===== src/rtl/axis_packet_fifo.sv =====
// axis_packet_fifo: single-clock AXI4-Stream FIFO storing {tstrb, tlast, tdata}.
// C_PACKET_MODE=0 forwards each beat once stored (cut-through); C_PACKET_MODE=1
// holds beats back until the packet's tlast is stored (store-and-forward).
module axis_packet_fifo #(
  parameter int C_AXIS_TDATA_WIDTH = 32,
  parameter int C_FIFO_DEPTH       = 16,
  parameter int C_PACKET_MODE      = 0
) (
  input  logic                              axis_aclk,
  input  logic                              axis_aresetn,
  // slave (write) side
  output logic                              s00_axis_tready,
  input  logic [C_AXIS_TDATA_WIDTH-1:0]     s00_axis_tdata,
  input  logic [C_AXIS_TDATA_WIDTH/8-1:0]   s00_axis_tstrb,
  input  logic                              s00_axis_tlast,
  input  logic                              s00_axis_tvalid,
  // master (read) side
  output logic                              m00_axis_tvalid,
  output logic [C_AXIS_TDATA_WIDTH-1:0]     m00_axis_tdata,
  output logic [C_AXIS_TDATA_WIDTH/8-1:0]   m00_axis_tstrb,
  output logic                              m00_axis_tlast,
  input  logic                              m00_axis_tready,
  // status
  output logic [$clog2(C_FIFO_DEPTH):0]     fifo_count,
  output logic                              fifo_full,
  output logic                              fifo_empty
);

  localparam int AW = $clog2(C_FIFO_DEPTH);
  localparam int SW = C_AXIS_TDATA_WIDTH / 8;
  localparam int EW = SW + 1 + C_AXIS_TDATA_WIDTH;
  localparam logic [AW:0] DEPTH_L = (AW + 1)'(C_FIFO_DEPTH);

  // Entry layout: {tstrb, tlast, tdata}
  logic [EW-1:0] r_mem [C_FIFO_DEPTH];

  // Pointers carry one extra wrap bit so full and empty are distinguishable
  logic [AW:0] r_wr_ptr;
  logic [AW:0] r_rd_ptr;
  logic [AW:0] r_commit_ptr;
  logic        r_rst_done;

  logic [AW:0]   w_count;
  logic          w_full;
  logic          w_empty;
  logic          w_wr_en;
  logic          w_rd_en;
  logic          w_tvalid;
  logic          w_fills;
  logic          w_commit;
  logic [AW:0]   w_wr_ptr_nxt;
  logic [EW-1:0] w_rd_entry;

  // Occupancy and handshake decode
  always_comb begin
    w_count      = r_wr_ptr - r_rd_ptr;
    w_full       = (w_count == DEPTH_L);
    w_empty      = (r_wr_ptr == r_rd_ptr);
    w_wr_ptr_nxt = r_wr_ptr + 1'b1;

    // Write acceptance never looks at the read side: no write while full
    w_wr_en  = s00_axis_tvalid && r_rst_done && !w_full;

    if (C_PACKET_MODE != 0) begin
      w_tvalid = r_rst_done && (r_rd_ptr != r_commit_ptr);
    end else begin
      w_tvalid = r_rst_done && !w_empty;
    end
    w_rd_en = w_tvalid && m00_axis_tready;

    // A write that leaves the FIFO full while nothing is committed would stall
    // both sides forever, so the stored partial packet is released instead.
    w_fills  = w_wr_en && !w_rd_en && (w_count == (DEPTH_L - 1'b1));
    w_commit = w_wr_en && (s00_axis_tlast || (w_fills && (r_commit_ptr == r_rd_ptr)));
  end

  // Pointer and reset-done state
  always_ff @(posedge axis_aclk or negedge axis_aresetn) begin
    if (!axis_aresetn) begin
      r_wr_ptr     <= '0;
      r_rd_ptr     <= '0;
      r_commit_ptr <= '0;
      r_rst_done   <= 1'b0;
    end else begin
      r_rst_done <= 1'b1;
      if (w_wr_en) begin
        r_wr_ptr <= w_wr_ptr_nxt;
      end
      if (w_rd_en) begin
        r_rd_ptr <= r_rd_ptr + 1'b1;
      end
      if (w_commit) begin
        r_commit_ptr <= w_wr_ptr_nxt;
      end
    end
  end

  // Storage array, deliberately not reset
  always_ff @(posedge axis_aclk) begin
    if (w_wr_en) begin
      r_mem[r_wr_ptr[AW-1:0]] <= {s00_axis_tstrb, s00_axis_tlast, s00_axis_tdata};
    end
  end

  // Head-of-queue entry drives the master side directly
  always_comb begin
    w_rd_entry = r_mem[r_rd_ptr[AW-1:0]];
  end

  assign s00_axis_tready = r_rst_done && !w_full;
  assign m00_axis_tvalid = w_tvalid;
  assign m00_axis_tdata  = w_rd_entry[C_AXIS_TDATA_WIDTH-1:0];
  assign m00_axis_tlast  = w_rd_entry[C_AXIS_TDATA_WIDTH];
  assign m00_axis_tstrb  = w_rd_entry[EW-1:C_AXIS_TDATA_WIDTH+1];
  assign fifo_count      = w_count;
  assign fifo_full       = w_full;
  assign fifo_empty      = w_empty;

endmodule


===== config.mk =====
export PLATFORM = sky130hd
export DESIGN_NAME = axis_packet_fifo
export DESIGN_NICKNAME = d
export VERILOG_FILES = /design/src/rtl/axis_packet_fifo.sv
export SDC_FILE = /design/constraint.sdc
export NUM_CORES = 1
export LEC_CHECK = 0
export ABC_CLOCK_PERIOD_IN_PS = 10300
export CAP_MARGIN = 15
export CORE_MARGIN = 8
export CORE_UTILIZATION = 65
export DETAILED_ROUTE_END_ITERATION = 10
export PLACE_DENSITY_LB_ADDON = 0.3
export RECOVER_POWER = 100
export SLEW_MARGIN = 15
export SYNTH_ARGS = -nofsm -noshare
export SYNTH_HDL_FRONTEND = slang
export SYNTH_SLANG_ARGS = --single-unit

===== constraint.sdc =====
create_clock -name axis_aclk -period 10.3 [get_ports axis_aclk]
set_input_delay 2.06 -clock axis_aclk [delete_from_list [all_inputs] [get_ports axis_aclk]]
set_output_delay 2.06 -clock axis_aclk [all_outputs]
set_load 0.02 [all_outputs]

# Yosys cells after proc, flatten, opt, wreduce, memory -nomap -nowiden
# Memories as Yosys holds them, arrays and structs flattened.
# Index checks and enable logic that the tools add are counted.
# totals
mem_bits_rw,592
inputBits,41
register_bits,11
n_memories,1
wordCells,18
# mem_list
name,words,word_bits,rd,rd_ports_with_merged_regs,write_ports,line,rtl
r_mem,16,37,1,0,1,35,logic [EW-1:0] r_mem [C_FIFO_DEPTH];
# op_classes
n_addsub,3
n_reduce_logical,7
muxes,2
n_eq_ne,2
# ops
op,count
$add 5x1->5 const B,2
$eq 5x5->1,1
$eq 5x5->1 const B,1
$logic_and 1x1->1,5
$sub 5x5->5,1
$logic_not 1->1,2
$mux 1,2

# Longest topological paths before layout
# Gate-level depths: netlist (run 1).
# depth
ltp_word,6
depth_mapped,11

# Worst setup path after synthesis (run 1)
# OpenSTA, ideal clock, no wires.
# synth_path
kind,input -> register
start,input port s00_axis_tvalid
end,"memory r_mem[15][0] in the netlist's numbering, enable pin"
t_arrival_ps,4873
path_stages,2
setup_slack_ps,4946
required_time_ps,9818
setup_ps,482
cell_sequence,nand2_1 nor3_1
# synth_via
elab_chain_cells,4
# synth_lines
item,line,rtl
from (decl),16,"input logic s00_axis_tvalid,"
$logic_and 1x1->1 (2 in series),62,w_wr_en = s00_axis_tvalid && r_rst_done && !w_full;
$mux 1,100,if (w_wr_en) begin
$mux 1 (implied by the code),101,"r_mem[r_wr_ptr[AW-1:0]] <= {s00_axis_tstrb, s00_axis_tlast, s00_axis_tdata};"
to (decl),35,
# Every way passes these cells.

# Final worst setup path (run 1)
# layout_path
start,register r_rd_ptr[0]
end,output port m00_axis_tdata[30]
# layout_via
elab_chain_cells,1
# layout_lines
item,line,rtl
from (decl),39,logic [AW:0] r_rd_ptr;
from (signal assigned),90,r_rd_ptr <= r_rd_ptr + 1'b1;
$mem_v2 16x37,-,
to (decl),19,"output logic [C_AXIS_TDATA_WIDTH-1:0] m00_axis_tdata,"
# Every way passes these cells.

==> reports/metrics.yaml, run 1 <==
clock_latency_ns: 0.61
tns_ns: 0
setup_viol: 0
critPathCaptureType: "output pin"
drc: 0
floorplan.initialDensity: 0.657
yosys_register_bits: 603
wl_per_cell_um: 28.7
rsz0062_at_grt: "no"
netlist_area_um2: 23300
synth_fp_nets: 1164
required_ns: 8.24
crit_slowest_cell: "clkbuf_2"
antenna_found_initial: 4
gp_congestion: 0.757
placeableCoreArea_um2: 35500
yosys_warnings: 0
nets: 1272
place_hpwl_um: 24600
regArea_um2: 18100
violations: "capacitance limit, slew limit"
synth-seq-area-share: 0.775
cts_sinks: 603
multiInputGateArea_um2: 4900
drive_gt1_frac: 0.193
fin_ws_ns: 2.40
postSynth.asyncResetShare: 0.0182
numCtsBuffers: 57
die_w_um: 205
fmax_mhz: 127
timing.reg2reg.worst_path_depth: 8
routed_wl_um: 49700
finalClockSkew_ns: 0.0188
worstMarginPinSlew_ns: 3.16
min_path_cells: 1
synth_edf_count: 592
die-area_um2: 42200
place_ws_ns: 4.28
power_density_nw_per_um2: 277
post-route-period-util: 0.767
worst-path-max-fanout: 45
ys.flop_type: "edfxtp_1"
vias: 11333
grt_pass1_wl_um: 74500
clockBufferDepth: 3
critPathMaxStageDelay_ns: 1.39
post_cts_resized: 0
arrival_ns: 5.84
grt_pass1_vias: 12138
slew_headroom: -1.10
drt-pass1-iter-count: 5
path_class: "reg2out"
holdBufCountCts: 0
antenna_left: 0
crit_chain: "buf_4, clkbuf_2, mux4_2, nand2_1, and3_1, a31oi_1, dlygate4sd3_1"
slew_violations: 577
drtIter0Drc: 1046
finalHoldViolations: 0
final_common_cell: "edfxtp_1"
clock-root-buffer: "clkbuf_16"
p_leak_nw: 8.53
cts_tree: "done"
ios: 87
outcome: "finished with violations"
ys_types: 36
netlist_instances: 1113
final_cell_mix: "edfxtp_1, nand2_1, mux4_2"
grtUsageTotal: 0.241
clk_pin_slew_ns: 0.06
post_cts_buffers: 0
vdd_drop_max_v: 0.000215
hp-class: "reg2reg"
placementRows: 69
n_fill_cell: 1928
port_buffers: 86
cap_violations: 18
syn2layout_area_growth_pct: 13.1
via_per_inst: 6.55
cts-htree-levels: 2
grt-ovfl-total: 0
grt_max_degree: 68
period_needed_ns: 7.90
dieHeight_um: 205
startpoint_type: "flip-flop"
postSynthAreaPerCell_um2: 20.9
==> sequential cells by signal (all words and copies together) (netlist names) <==
signal      count
r_mem         592
r_rd_ptr        5
r_rst_done      1
r_wr_ptr        5
==> layout make-up <==
type                    count  share of cell area
repair buffers            110              0.0371
clock buffers              72              0.0579
inverters                   7            0.000997
clock inverters            31              0.0103
flip-flops and latches    603               0.685
well taps                 461              0.0219
diodes                      3            0.000285
multi-input cells         442               0.186
==> critical path, delay by kind of cell, from the launching register on <==
family	cells	cell delay [ns]
and+or+nand+nor	2	0.32
DFF	1	1.17
muxes	1	0.65
buffers and inverters	3	2.93
AOI/OAI and AO/OA	1	0.07
==> metal layers <==
metal,up-vias,global-route usage,share of wire
met5,-,0,0.00028
met4,2,0.0855,0.027
met3,95,0.0392,0.068
met2,537,0.426,0.54
met1,5937,0.301,0.37
li1,4762,-,-
==> stage by stage <==
stage	power, mW	hold WS, ns	utilization	area [um^2]	instances
after floorplan	4.58	0.461	-	23300	1113
after global placement	5.33	0.473	0.695	24700	1623
after detailed placement	5.38	0.482	0.695	24700	1623
after CTS	7.42	0.494	0.745	26400	1726
after global routing	7.58	0.518	0.743	26400	1729
final	7.29	0.496	0.743	26400	1729
==> where the power goes <==
group / leakage [nW] / total, mW / switching, mW / internal (mW)
clock: 0.875 / 2.03 / 0.865 / 1.17
combinational: 2.20 / 2.23 / 1.21 / 1.02
sequential: 5.46 / 3.03 / 0.174 / 2.86
total: 8.53 / 7.29 / 2.25 / 5.04
==> synth_stat cells (6+ instances only) <==
cell      instances  share of area
buf_4            11         0.0035
a31oi_1          37         0.0099
and3_1           47          0.013
ha_1              9         0.0048
xor2_1            7         0.0026
clkbuf_1         32         0.0052
edfxtp_1        592           0.76
dfrtp_1          11          0.012
and3_2            6         0.0019
inv_1             7         0.0011
buf_2            14         0.0030
nand2_1         152          0.024
mux4_2          148           0.14
==> logic make-up after synthesis <==
kind of cell    Yosys count  share of synthesized area
compound gates           43                     0.0120
xor+xnor                 11                    0.00446
fa+ha+maj                10                    0.00569
buf+inv                  68                     0.0141
flops                   603                      0.775
mux                     149                      0.144
other cells               1                   0.000161
simple gates            228                     0.0454
==> final timing paths <==
check	slack [ns]	to	from
max	2.40	m00_axis_tdata[30]	r_rd_ptr[0]$_DFFE_PN0P_
max in group asynchronous	7.98	r_rd_ptr[1]$_DFFE_PN0P_	axis_aresetn
min	0.50	r_wr_ptr[4]$_DFFE_PN0P_	r_wr_ptr[4]$_DFFE_PN0P_
max reg2reg	3.32	r_mem[7][16]$_DFFE_PP_	r_rd_ptr[1]$_DFFE_PN0P_
min in group asynchronous	1.89	r_rst_done$_DFF_PN0_	axis_aresetn
min reg2reg	0.50	r_wr_ptr[4]$_DFFE_PN0P_	r_wr_ptr[4]$_DFFE_PN0P_
(Power assumes the default switching activity.)
==> run 2, diff against run 1 <==
--- a/config.mk
+++ b/config.mk
@@ -5,10 +5,10 @@
 export SDC_FILE = /design/constraint.sdc
 export NUM_CORES = 1
 export LEC_CHECK = 0
-export ABC_CLOCK_PERIOD_IN_PS = 10300
+export ABC_CLOCK_PERIOD_IN_PS = 7700
 export CAP_MARGIN = 15
 export CORE_MARGIN = 8
-export CORE_UTILIZATION = 65
+export CORE_UTILIZATION = 60
 export DETAILED_ROUTE_END_ITERATION = 10
 export PLACE_DENSITY_LB_ADDON = 0.3
 export RECOVER_POWER = 100
==> constraint.sdc (replaced) <==
create_clock -name axis_aclk -period 7.7 [get_ports axis_aclk]
set_input_delay 1.54 -clock axis_aclk [delete_from_list [all_inputs] [get_ports axis_aclk]]
set_output_delay 1.54 -clock axis_aclk [all_outputs]
set_load 0.02 [all_outputs]
==> reports/metrics.yaml, run 2 (same netlist as run 1, synthesis figures left out) <==
largest_reg_flops: 592
setup_viol: 0
crit_chain: "inv_1, clkbuf_1, and3_1, a31oi_1, clkdlybuf4s50_1"
syn2layout_area_growth_pct: 13.6
placementRows: 72
arrival_ns: 5.11
drc: 0
finalHoldViolations: 0
numCtsBuffers: 57
dp_cells: 1681
wl_per_cell_um: 27.0
critPathBufInv: 3
cts_sinks: 603
p_leak_nw: 8.61
dieHeight_um: 213
stdcell_count: 1791
placed_area_um2: 24700
post_cts_buffers: 0
placeableCoreArea_um2: 38500
vias: 11252
clk_pin_slew_ns: 0.06
final_common_cell: "edfxtp_1"
tns_ns: 0
via_per_inst: 6.28
worstMarginPinSlew_ns: 2.68
grt_max_degree: 78
cts_tree: "done"
grt_pass1_vias: 11741
crit_slowest_cell: "dfrtp_1"
port_buffers: 86
worst-path-max-fanout: 40
cap_violations: 4
slew_headroom: -0.789
cts-htree-levels: 2
power_density_nw_per_um2: 366
clock_latency_ns: 0.59
slew_violations: 141
finalClockSkew_ns: 0.0152
path_class: "reg2out"
fmax_mhz: 150
final_cell_mix: "edfxtp_1, nand2_1, mux4_2"
critPathCaptureType: "output pin"
die_w_um: 213
gp_congestion: 0.701
antenna_found_initial: 4
violations: "capacitance limit, slew limit"
rsz0062_at_grt: "no"
routed_wl_um: 48300
clockBufferDepth: 3
critPathMaxStageDelay_ns: 1.78
grt_pass1_wl_um: 73000
r2r_slack_ns: 1.24
vdd_drop_max_v: 0.000263
drive_gt1_frac: 0.209
hp-class: "reg2reg"
place_ws_ns: 2.68
drt-pass1-iter-count: 5
n_fill_cell: 2380
outcome: "finished with violations"
floorplan.initialDensity: 0.606
drtIter0Drc: 1293
final_util: 0.689
holdBufCountCts: 0
place_hpwl_um: 25000
grt-ovfl-total: 0
post_cts_resized: 0
antenna_left: 0
die-area_um2: 45400
grtUsageTotal: 0.219
startpoint_type: "flip-flop"
required_ns: 6.16
fin_ws_ns: 1.05
clock-root-buffer: "clkbuf_16"
period_needed_ns: 6.65
nets: 1273
final_cell_area_um2: 26500
post-route-period-util: 0.864
critPathTopFamily: "buffers and inverters"
ios: 87
==> run 2: path summary, 6_finish.rpt <==
kind / end / start / cells after the start
worst max-delay path: m00_axis_tdata[31] / r_rd_ptr[3]$_DFFE_PN0P_ / 5
worst min-delay path: r_wr_ptr[4]$_DFFE_PN0P_ / r_wr_ptr[4]$_DFFE_PN0P_ / 1
worst max register to register: r_mem[0][14]$_DFFE_PP_ / r_rd_ptr[3]$_DFFE_PN0P_ / 8
worst min register to register: r_wr_ptr[4]$_DFFE_PN0P_ / r_wr_ptr[4]$_DFFE_PN0P_ / 1
max in group asynchronous: r_rd_ptr[1]$_DFFE_PN0P_ / axis_aresetn / 1
min in group asynchronous: r_rst_done$_DFF_PN0_ / axis_aresetn / 1
==> run 2: report_power, final <==
part	internal [mW]	switching [mW]	total (mW)
clock	1.52	1.16	2.69
sequential	3.82	0.256	4.07
combinational	1.36	1.59	2.95
==> run 2: worst register-to-register path: cells and delay by family, from the launching register on <==
| kind | cells | cell delay [ns] |
|---|---|---|
| AO/OA/AOI/OAI | 3 | 0.53 |
| adder cells (fa/ha/maj) | 1 | 0.51 |
| buffers and inverters | 2 | 2.11 |
| flip-flops | 1 | 1.78 |
| AND/OR/NAND/NOR | 2 | 1.07 |
==> run 2: layer usage <==
metal,up-vias,track usage,wire (um)
li1,4772,-,-
met1,5902,0.298,19200
met2,486,0.365,24400
met3,90,0.0346,3530
met4,2,0.0669,1190
met5,-,0,13
==> run 2: layout make-up <==
| class | count | area (um^2) | share of cell area |
|---|---|---|---|
| flip-flops and latches | 603 | 18100 | 0.682 |
| clock inverters | 42 | 335 | 0.0127 |
| well taps | 518 | 648 | 0.0245 |
| inverters | 7 | 26.3 | 0.000992 |
| diodes | 3 | 7.51 | 0.000283 |
| repair buffers | 111 | 1040 | 0.0393 |
| multi-input cells | 442 | 4910 | 0.185 |
| clock buffers | 65 | 1460 | 0.0550 |
==> run 2: per-stage QoR <==
stage,power (mW),hold WS (ns)
global placement,7.16,0.480
detailed placement,7.20,0.481
CTS,9.88,0.491
floorplan,6.12,0.461
finish,9.70,0.493
global route,10.1,0.495
